===== config.mk =====
export PLATFORM = sky130hd
export DESIGN_NAME = uart_roi_parser
export DESIGN_NICKNAME = d
export VERILOG_FILES = /design/src/rtl/uart_roi_parser_pkg.sv /design/src/rtl/uart_roi_parser_roi_clamp.sv /design/src/rtl/uart_roi_parser.sv
export SDC_FILE = /design/constraint.sdc
export NUM_CORES = 1
export LEC_CHECK = 0
export CAP_MARGIN = 20
export CORE_ASPECT_RATIO = 0.9
export CORE_MARGIN = 1
export CORE_UTILIZATION = 43
export CTS_CLUSTER_DIAMETER = 100
export DETAILED_ROUTE_END_ITERATION = 6
export GPL_TIMING_DRIVEN = 0
export PLACE_DENSITY = 0.62
export REMOVE_ABC_BUFFERS = 1
export SYNTH_ARGS = -nofsm -noshare
export SYNTH_HDL_FRONTEND = slang
export SYNTH_SLANG_ARGS = --single-unit

===== constraint.sdc =====
create_clock -name sys_clk -period 10.7 [get_ports sys_clk]
set_clock_uncertainty 0.15 [all_clocks]
set_input_delay 2.14 -clock sys_clk [delete_from_list [all_inputs] [get_ports sys_clk]]
set_output_delay 2.14 -clock sys_clk [all_outputs]
set_load 0.05 [all_outputs]

===== src/rtl/uart_roi_parser_pkg.sv =====
// Shared constants and state encoding for the UART ROI command parser.
package uart_roi_parser_pkg;

    localparam logic [7:0] HDR0    = 8'h55;
    localparam logic [7:0] HDR1    = 8'hAA;
    localparam logic [7:0] CMD_SET = 8'h01;
    localparam logic [7:0] CMD_CLR = 8'h02;

    typedef enum logic [2:0] {
        ST_IDLE,
        ST_HDR2,
        ST_CMD,
        ST_PAYLOAD,
        ST_SUM,
        ST_APPLY
    } state_t;

    function automatic logic is_legal_cmd(input logic [7:0] cmd);
        return (cmd == CMD_SET) || (cmd == CMD_CLR);
    endfunction

endpackage


===== src/rtl/uart_roi_parser_roi_clamp.sv =====
// Saturates one axis' 16-bit position/length pair to COORD_W bits and clamps
// it so that pos+len never exceeds LIMIT.
module roi_clamp #(
    parameter int COORD_W = 10,
    parameter int LIMIT   = 1023
) (
    input  logic [15:0]        pos,
    input  logic [15:0]        len,
    output logic [COORD_W-1:0] pos_c,
    output logic [COORD_W-1:0] len_c
);

    localparam int unsigned      SAT_MAX = (32'd1 << COORD_W) - 32'd1;
    localparam logic [COORD_W:0] SAT_V   = (COORD_W+1)'(SAT_MAX);
    localparam logic [COORD_W:0] LIM_V   = (COORD_W+1)'(LIMIT);
    localparam logic [COORD_W:0] LIM_M1  = (COORD_W+1)'(LIMIT - 1);

    logic [COORD_W:0] pos_s;
    logic [COORD_W:0] len_s;
    logic [COORD_W:0] pos_cl;
    logic [COORD_W:0] room;
    logic [COORD_W:0] len_cl;

    // Position is clamped first; the room left after it bounds the length.
    always_comb begin
        pos_s  = (32'(pos) > SAT_MAX) ? SAT_V : (COORD_W+1)'(pos);
        len_s  = (32'(len) > SAT_MAX) ? SAT_V : (COORD_W+1)'(len);
        pos_cl = (pos_s > LIM_M1) ? LIM_M1 : pos_s;
        room   = LIM_V - pos_cl;
        len_cl = (len_s > room) ? room : len_s;
        pos_c  = pos_cl[COORD_W-1:0];
        len_c  = len_cl[COORD_W-1:0];
    end

endmodule


===== src/rtl/uart_roi_parser.sv =====
// Assembles framed, checksummed ROI packets from UART bytes and publishes a
// clamped box for the VGA overlay; partial packets are dropped on timeout.
module uart_roi_parser
    import uart_roi_parser_pkg::*;
#(
    parameter int COORD_W = 10,
    parameter int H_LIMIT = 1023,
    parameter int V_LIMIT = 720,
    parameter int TIMEOUT = 50000
) (
    input  logic               sys_clk,
    input  logic               sys_rst_n,
    input  logic [7:0]         pi_data,
    input  logic               pi_flag,
    output logic [COORD_W-1:0] x,
    output logic [COORD_W-1:0] y,
    output logic [COORD_W-1:0] w,
    output logic [COORD_W-1:0] h,
    output logic               roi_valid,
    output logic               upd_pulse,
    output logic               err_pulse
);

    localparam int               TMO_W    = $clog2(TIMEOUT + 1);
    localparam logic [TMO_W-1:0] TMO_LAST = TMO_W'(TIMEOUT - 1);

    state_t             state;
    logic [7:0]         cmd_q;
    logic [7:0]         acc;
    logic [63:0]        payload;
    logic [2:0]         idx;
    logic [TMO_W-1:0]   tmo_cnt;
    logic [COORD_W-1:0] x_c;
    logic [COORD_W-1:0] y_c;
    logic [COORD_W-1:0] w_c;
    logic [COORD_W-1:0] h_c;

    roi_clamp #(.COORD_W(COORD_W), .LIMIT(H_LIMIT)) u_clamp_h (
        .pos   (payload[63:48]),
        .len   (payload[31:16]),
        .pos_c (x_c),
        .len_c (w_c)
    );

    roi_clamp #(.COORD_W(COORD_W), .LIMIT(V_LIMIT)) u_clamp_v (
        .pos   (payload[47:32]),
        .len   (payload[15:0]),
        .pos_c (y_c),
        .len_c (h_c)
    );

    always_ff @(posedge sys_clk or negedge sys_rst_n) begin
        if (!sys_rst_n) begin
            state     <= ST_IDLE;
            cmd_q     <= '0;
            acc       <= '0;
            payload   <= '0;
            idx       <= '0;
            tmo_cnt   <= '0;
            x         <= '0;
            y         <= '0;
            w         <= '0;
            h         <= '0;
            roi_valid <= 1'b0;
            upd_pulse <= 1'b0;
            err_pulse <= 1'b0;
        end else begin
            upd_pulse <= 1'b0;
            err_pulse <= 1'b0;
            case (state)
                ST_IDLE: begin
                    tmo_cnt <= '0;
                    if (pi_flag && (pi_data == HDR0))
                        state <= ST_HDR2;
                end
                // A byte strobed here is dropped; UART spacing makes that impossible.
                ST_APPLY: begin
                    tmo_cnt   <= '0;
                    upd_pulse <= 1'b1;
                    state     <= ST_IDLE;
                    if (cmd_q == CMD_CLR) begin
                        x         <= '0;
                        y         <= '0;
                        w         <= '0;
                        h         <= '0;
                        roi_valid <= 1'b0;
                    end else begin
                        x         <= x_c;
                        y         <= y_c;
                        w         <= w_c;
                        h         <= h_c;
                        roi_valid <= (w_c != '0) && (h_c != '0);
                    end
                end
                default: begin
                    if (!pi_flag) begin
                        if (tmo_cnt == TMO_LAST) begin
                            tmo_cnt   <= '0;
                            err_pulse <= 1'b1;
                            state     <= ST_IDLE;
                        end else begin
                            tmo_cnt <= tmo_cnt + 1'b1;
                        end
                    end else begin
                        tmo_cnt <= '0;
                        case (state)
                            ST_HDR2: begin
                                if (pi_data == HDR1)
                                    state <= ST_CMD;
                                else if (pi_data != HDR0)
                                    state <= ST_IDLE;
                            end
                            ST_CMD: begin
                                cmd_q <= pi_data;
                                acc   <= pi_data;
                                idx   <= '0;
                                if (is_legal_cmd(pi_data)) begin
                                    state <= ST_PAYLOAD;
                                end else begin
                                    err_pulse <= 1'b1;
                                    state     <= ST_IDLE;
                                end
                            end
                            ST_PAYLOAD: begin
                                payload <= {payload[55:0], pi_data};
                                acc     <= acc + pi_data;
                                idx     <= idx + 3'd1;
                                if (idx == 3'd7)
                                    state <= ST_SUM;
                            end
                            ST_SUM: begin
                                if (pi_data == acc) begin
                                    state <= ST_APPLY;
                                end else begin
                                    err_pulse <= 1'b1;
                                    state     <= ST_IDLE;
                                end
                            end
                            default: state <= ST_IDLE;
                        endcase
                    end
                end
            endcase
        end
    end

endmodule

==> key figures <==
Clocking
  • Post-CTS Hold Fix Bufs: 0
  • CTS tree: done
  • CTS clock-pin slew for the worst setup and hold paths: 0.06 ns
  • Clock Sinks: 145
  • Post-CTS Setup Inserts: 0
  • Clk_lat worst skew: 0.42 ns
  • Cts bufs inserted: 17
  • Clk root buf: clkbuf_16
  • Max Buffers Root-to-Sink: 2
  • CTS resizes: 0
  • H-tree depth reported by CTS: 4

Route
  • Drt first pass iters: 5
  • Via/cell ratio: 5.13
  • WL/cell: 14.6 um
  • Remaining DRCs: 0
  • Antenna Violating Nets Remaining: 0
  • WL final: 16500 um
  • DR iter-0 viols: 307
  • Vias: 5781

Placement
  • Routability Congestion: 0.814
  • HPWL Detailed: 11600 um
  • Placed Area: 8330 um^2
  • Post-Place Setup Slack: 5.74 ns
  • PortBufs: 53

Flow run
  • Max_cap viols: 0

Critical path
  • WS Path Type: register to register
  • Critical Path RT: 10.85 ns
  • R2r worst-path depth: 17
  • CP Max Fanout: 15
  • R2R setup slack: 5.75 ns
  • Worst R2R End: h[9]
  • Critical Path End Type: register
  • Reg2reg start: payload[47]
  • Arrival time at the worst endpoint: 5.11 ns
  • Startpoint types: register

Cells and area
  • Commonest cells after routing, fill and taps aside: 243 x nand2_1, 145 x dfrtp_1, 58 x nor2_1
  • Final Cell Area: 8950 um^2
  • Synth-to-layout area growth: 19.5%
  • # nets final: 924
  • Antenna cells: 0
  • Layout cells sized above 1: 0.0918
  • Final core utilization: 0.528
  • Most common cell after layout, fill and taps aside: nand2_1

Logic synthesis
  • Yosys cell types: 57
  • Synth Instances: 839
  • Seq cells post-synth: 145
  • Top cells by area, synth: dfrtp_1 48%, nand2_1 12%, ha_1 5.3%
  • Seq/Total Area, Yosys: 0.484
  • Leading area contributor after synthesis: dfrtp_1
  • Syn Std Cell Area: 7490 um^2
  • Syn Area/Cell: 8.93 um^2
  • EDFF count, synth: 0
  • FFs w/ async S/R, synth: 1.00
  • Primary FF master, synth: dfrtp_1
  • Synth warn: 0
  • Share of the synthesized area in the top cell type: 0.484

Global route
  • Initial antenna violation count: 0
  • GRT Total Usage: 0.200
  • Vias in the first global route: 5508
  • First-pass GRT wire length: 28400 um
  • Gr ovfl total: 0
  • Largest net degree at the start of global routing: 98

Timing
  • Fin crit period: 4.95 ns
  • # setup viols final: 0
  • Max Transition Viols Final: 0
  • RSZ-0062 raised after global routing: no
  • TNS Setup: 0 ns
  • Crit share post-route: 0.463
  • Rel. slew slack: 0.411
  • Worst slew pin tran: 0.882 ns
  • Worst setup margin: 5.75 ns
  • Max Freq: 202 MHz
  • Final Hold Fails: 0

Floorplanning
  • Die area: 18000 um^2
  • Num rows: 45
  • I/O pin count: 54
  • Core Footprint: 16900 um^2
  • DIE WIDTH: 141 um
  • Initial Util: 0.442
  • Die Ht: 127 um

Pwr
  • P per Cell Area: 137 nW/um^2
  • Pleak: 4.45 nW
  • Worst vdd ir: 0.000123 V

Min path
  • Hold WC Path Type: register to register
  • Hold endpoint: y[6]
  • Min-delay src: y[6]
  • Hold Path Depth: 2

Outcome
  • Outcome: complete, no violations
==> final cells by class <==
type                            count  area, um^2
Clock buffer                       20         467
Clock inverter                     12         155
Fill cell                        1554        8000
Inverter                           20        75.1
Multi-Input combinational cell    634        3630
Sequential cell                   145        3630
Tap cell                          235         294
Timing Repair Buffer               62         706
==> sequential cells by signal (all words and copies together) (netlist names) <==
name	flops
cmd_q	8
w	10
h	10
roi_valid	1
x	10
y	10
err_pulse	1
idx	3
acc	8
payload	64
tmo_cnt	16
state	3
upd_pulse	1
==> power breakdown <==
part / switching (mW) / leakage [nW] / total [mW] / internal, mW
clock: 0.235 / 0.303 / 0.621 / 0.386
combinational: 0.0303 / 2.16 / 0.0471 / 0.0168
sequential: 0.00412 / 1.99 / 0.555 / 0.551
==> synthesized netlist by cell type (17+ instances only) <==
| library cell | instances |
|---|---|
| nand2_1 | 244 |
| dfrtp_1 | 145 |
| nor2_1 | 59 |
| o21ai_0 | 48 |
| ha_1 | 32 |
| clkbuf_1 | 29 |
| a21oi_1 | 25 |
| or2_2 | 24 |
| a22o_1 | 23 |
| nor3_1 | 21 |
| inv_1 | 20 |
| nand3_1 | 17 |
==> worst max-delay path: stages (launching register included) <==
cell and delay (ns):
dfrtp_1 0.40, or4_1 0.60, nor3_2 0.19, nand2_1 0.23, nor2_1 0.30, ha_1 0.33, nor4b_4 0.25, nor3_1 0.09
xor2_1 0.13, nand2_1 0.12, ha_1 0.33, a21oi_1 0.06, o21ai_0 0.37, nor2_1 0.08, o21a_1 0.15, a221oi_4 0.65
nand2_1 0.13, a32o_1 0.27
==> layer usage <==
| layer | track usage | part of all wire |
|---|---|---|
| met4 | 0.0480 | 0.0091 |
| met5 | 0 | 0 |
| met3 | 0.0454 | 0.031 |
| met1 | 0.298 | 0.52 |
| met2 | 0.294 | 0.44 |
==> stage by stage <==
step	hold WS (ns)	total power, mW	cells
2_1_floorplan	0.296	0.586	799
3_3_place_gp	0.299	0.610	1087
3_5_place_dp	0.305	0.612	1096
4_1_cts	0.318	1.24	1128
5_1_grt	0.333	1.27	1128
6_report	0.311	1.22	1128
==> worst max path at each step <==
stage	startpoint	end	cells after the start
after floorplan	pi_flag	payload[36]	3
after global placement	sys_rst_n	acc[3]	1
after detailed placement	payload[47]	h[5]	17
after CTS	payload[47]	h[9]	17
after global routing	payload[47]	h[4]	17
final	payload[47]	h[9]	17
==> kinds of logic after synthesis <==
group                      count (synthesis)  synth area share
buffers and inverters                     62            0.0341
muxes                                     17            0.0242
and+or+nand+nor                          418             0.247
adders and majority gates                 33            0.0561
other                                      2           0.00100
AOI/OAI and AO/OA                        136             0.122
DFF                                      145             0.484
xor gates and xnor gates                  26            0.0304
No activity file was read; power rests on OpenSTA's default activity.
==> variant (same flow settings) <==
`COORD_W` is set to 10 in 2 places; all go to 9.
--- a/src/rtl/uart_roi_parser_roi_clamp.sv
+++ b/src/rtl/uart_roi_parser_roi_clamp.sv
@@ -1,7 +1,7 @@
 // Saturates one axis' 16-bit position/length pair to COORD_W bits and clamps
 // it so that pos+len never exceeds LIMIT.
 module roi_clamp #(
-    parameter int COORD_W = 10,
+    parameter int COORD_W = 9,
     parameter int LIMIT   = 1023
 ) (
     input  logic [15:0]        pos,
--- a/src/rtl/uart_roi_parser.sv
+++ b/src/rtl/uart_roi_parser.sv
@@ -3,7 +3,7 @@
 module uart_roi_parser
     import uart_roi_parser_pkg::*;
 #(
-    parameter int COORD_W = 10,
+    parameter int COORD_W = 9,
     parameter int H_LIMIT = 1023,
     parameter int V_LIMIT = 720,
     parameter int TIMEOUT = 50000
Interface: changed (resized h, w, x and y); port bits go from 54 to 50. No check against the original RTL was run, so the function may have changed too.
==> variant against the original RTL <==
  * The run now ends with design-rule violations left
  * Design area down 4.5%
  * Area after synthesis down 3.4%
  * Routed wire length up 1.6%
  * Via count is 0.42% higher
  * Non-clock buffer count fell by 6
  * Total power decreased by 8.4%
  * Setup slack got worse by 0.28 ns
  * Synthesized cell count shrank 4.8%
  * Sequential cell count fell by 4
==> variant: results (changes against the original RTL) <==
* Largest net degree at the start of global routing at 103 (was 98)
* Worst Tran Pin Value at 1.04 ns (was 0.882 ns)
* Mux contribution to synthesized area at 1.66% (was 2.42%)
* Port bufs at 49 (was 53)
* Crit path to: h[6] (was h[9])
* Final net count at 881 (was 924)
* Seq/Total Area, Yosys at 48.8% (was 48.4%)
* Multi-input logic area at 3490 sq um (was 3630 sq um)
* Compound-Gate Fraction of Synth Area at 10.9% (was 12.2%)
* FF+latch count at 141 (was 145)
* DRT iter0 DRCs at 399 (was 307)
* DRC at 4 (was 0)
* Post-synthesis xor/xnor area fraction at 3.15% (was 3.04%)
* Synth top cells by count: nand2_1 (246), dfrtp_1 (141), nor2_1 (41) (was nand2_1 (244), dfrtp_1 (145), nor2_1 (59))
* Signal buf overhead at 7.39% (was 7.88%)
* Unique masters post-synth at 60 (was 57)
* Layout cells sized above 1 at 10.2% (was 9.18%)
* Switching share of power at 21.7% (was 22.0%)
* Vias in the first global route at 5777 (was 5508)
* LEAKAGE at 4.25 nW (was 4.45 nW)
* Worst-case hold path end point: y[7] (was y[6])
* Max rail drop VDD at 0.110 mV (was 0.123 mV)
* Post-Route WL at 16.8 mm (was 16.5 mm)
* CP max-delay cell: a211oi_2 (was a221oi_4)
* R2R Path End: h[6] (was h[9])
* Synthesized area per cell at 9.06 sq um (was 8.93 sq um)
* Detailed-route vias per instance at 5.50 (was 5.13)
* Placed Instances at 1025 (was 1096)
* Final clock-cell share at 6.54% (was 6.95%)
* GPL Wtd Cong at 0.899 (was 0.814)
* Critical path origin: payload[45] (was payload[47])
* Violated checks: design-rule violations
* Max incr delay on CP at 0.88 ns (was 0.65 ns)
* Multi-input gates at 602 (was 634)
* Final HPWL DP at 11.8 mm (was 11.6 mm)
* Crit path max fanout at 18 (was 15)
* Status: finished with violations (was completed)
==> variant: changes by cell type after synthesis, moves of 5 or more <==
cell	before	now
o21ai_0	48	38
a21oi_1	25	10
a32o_1	7	14
nand3_1	17	11
a22o_1	23	12
and3_1	2	9
or2_2	24	29
nor2_1	59	41
mux2i_1	8	3
==> variant: stage by stage <==
stage | hold slack, ns | utilization (%)
floorplan | 0.296 | -
global placement | 0.299 | 48.1
detailed placement | 0.306 | 49.0
CTS | 0.320 | 52.4
global route | 0.357 | 52.4
finish | 0.311 | 52.4
==> variant: power by group through the flow <==
stage          Combinational, mW  Sequential [mW]  Clock [mW]
5_1_grt                   0.0323            0.534       0.596
4_1_cts                   0.0290            0.534       0.574
3_5_place_dp              0.0289            0.543           0
3_3_place_gp              0.0265            0.544           0
2_1_floorplan            0.00780            0.544           0
6_report                  0.0283            0.534       0.558
==> variant: layer usage <==
metal	track usage, %	part of all wire [%]
met1	27.8	47
met2	32.7	47
met3	4.94	4.1
met4	6.67	1.5
met5	0	0
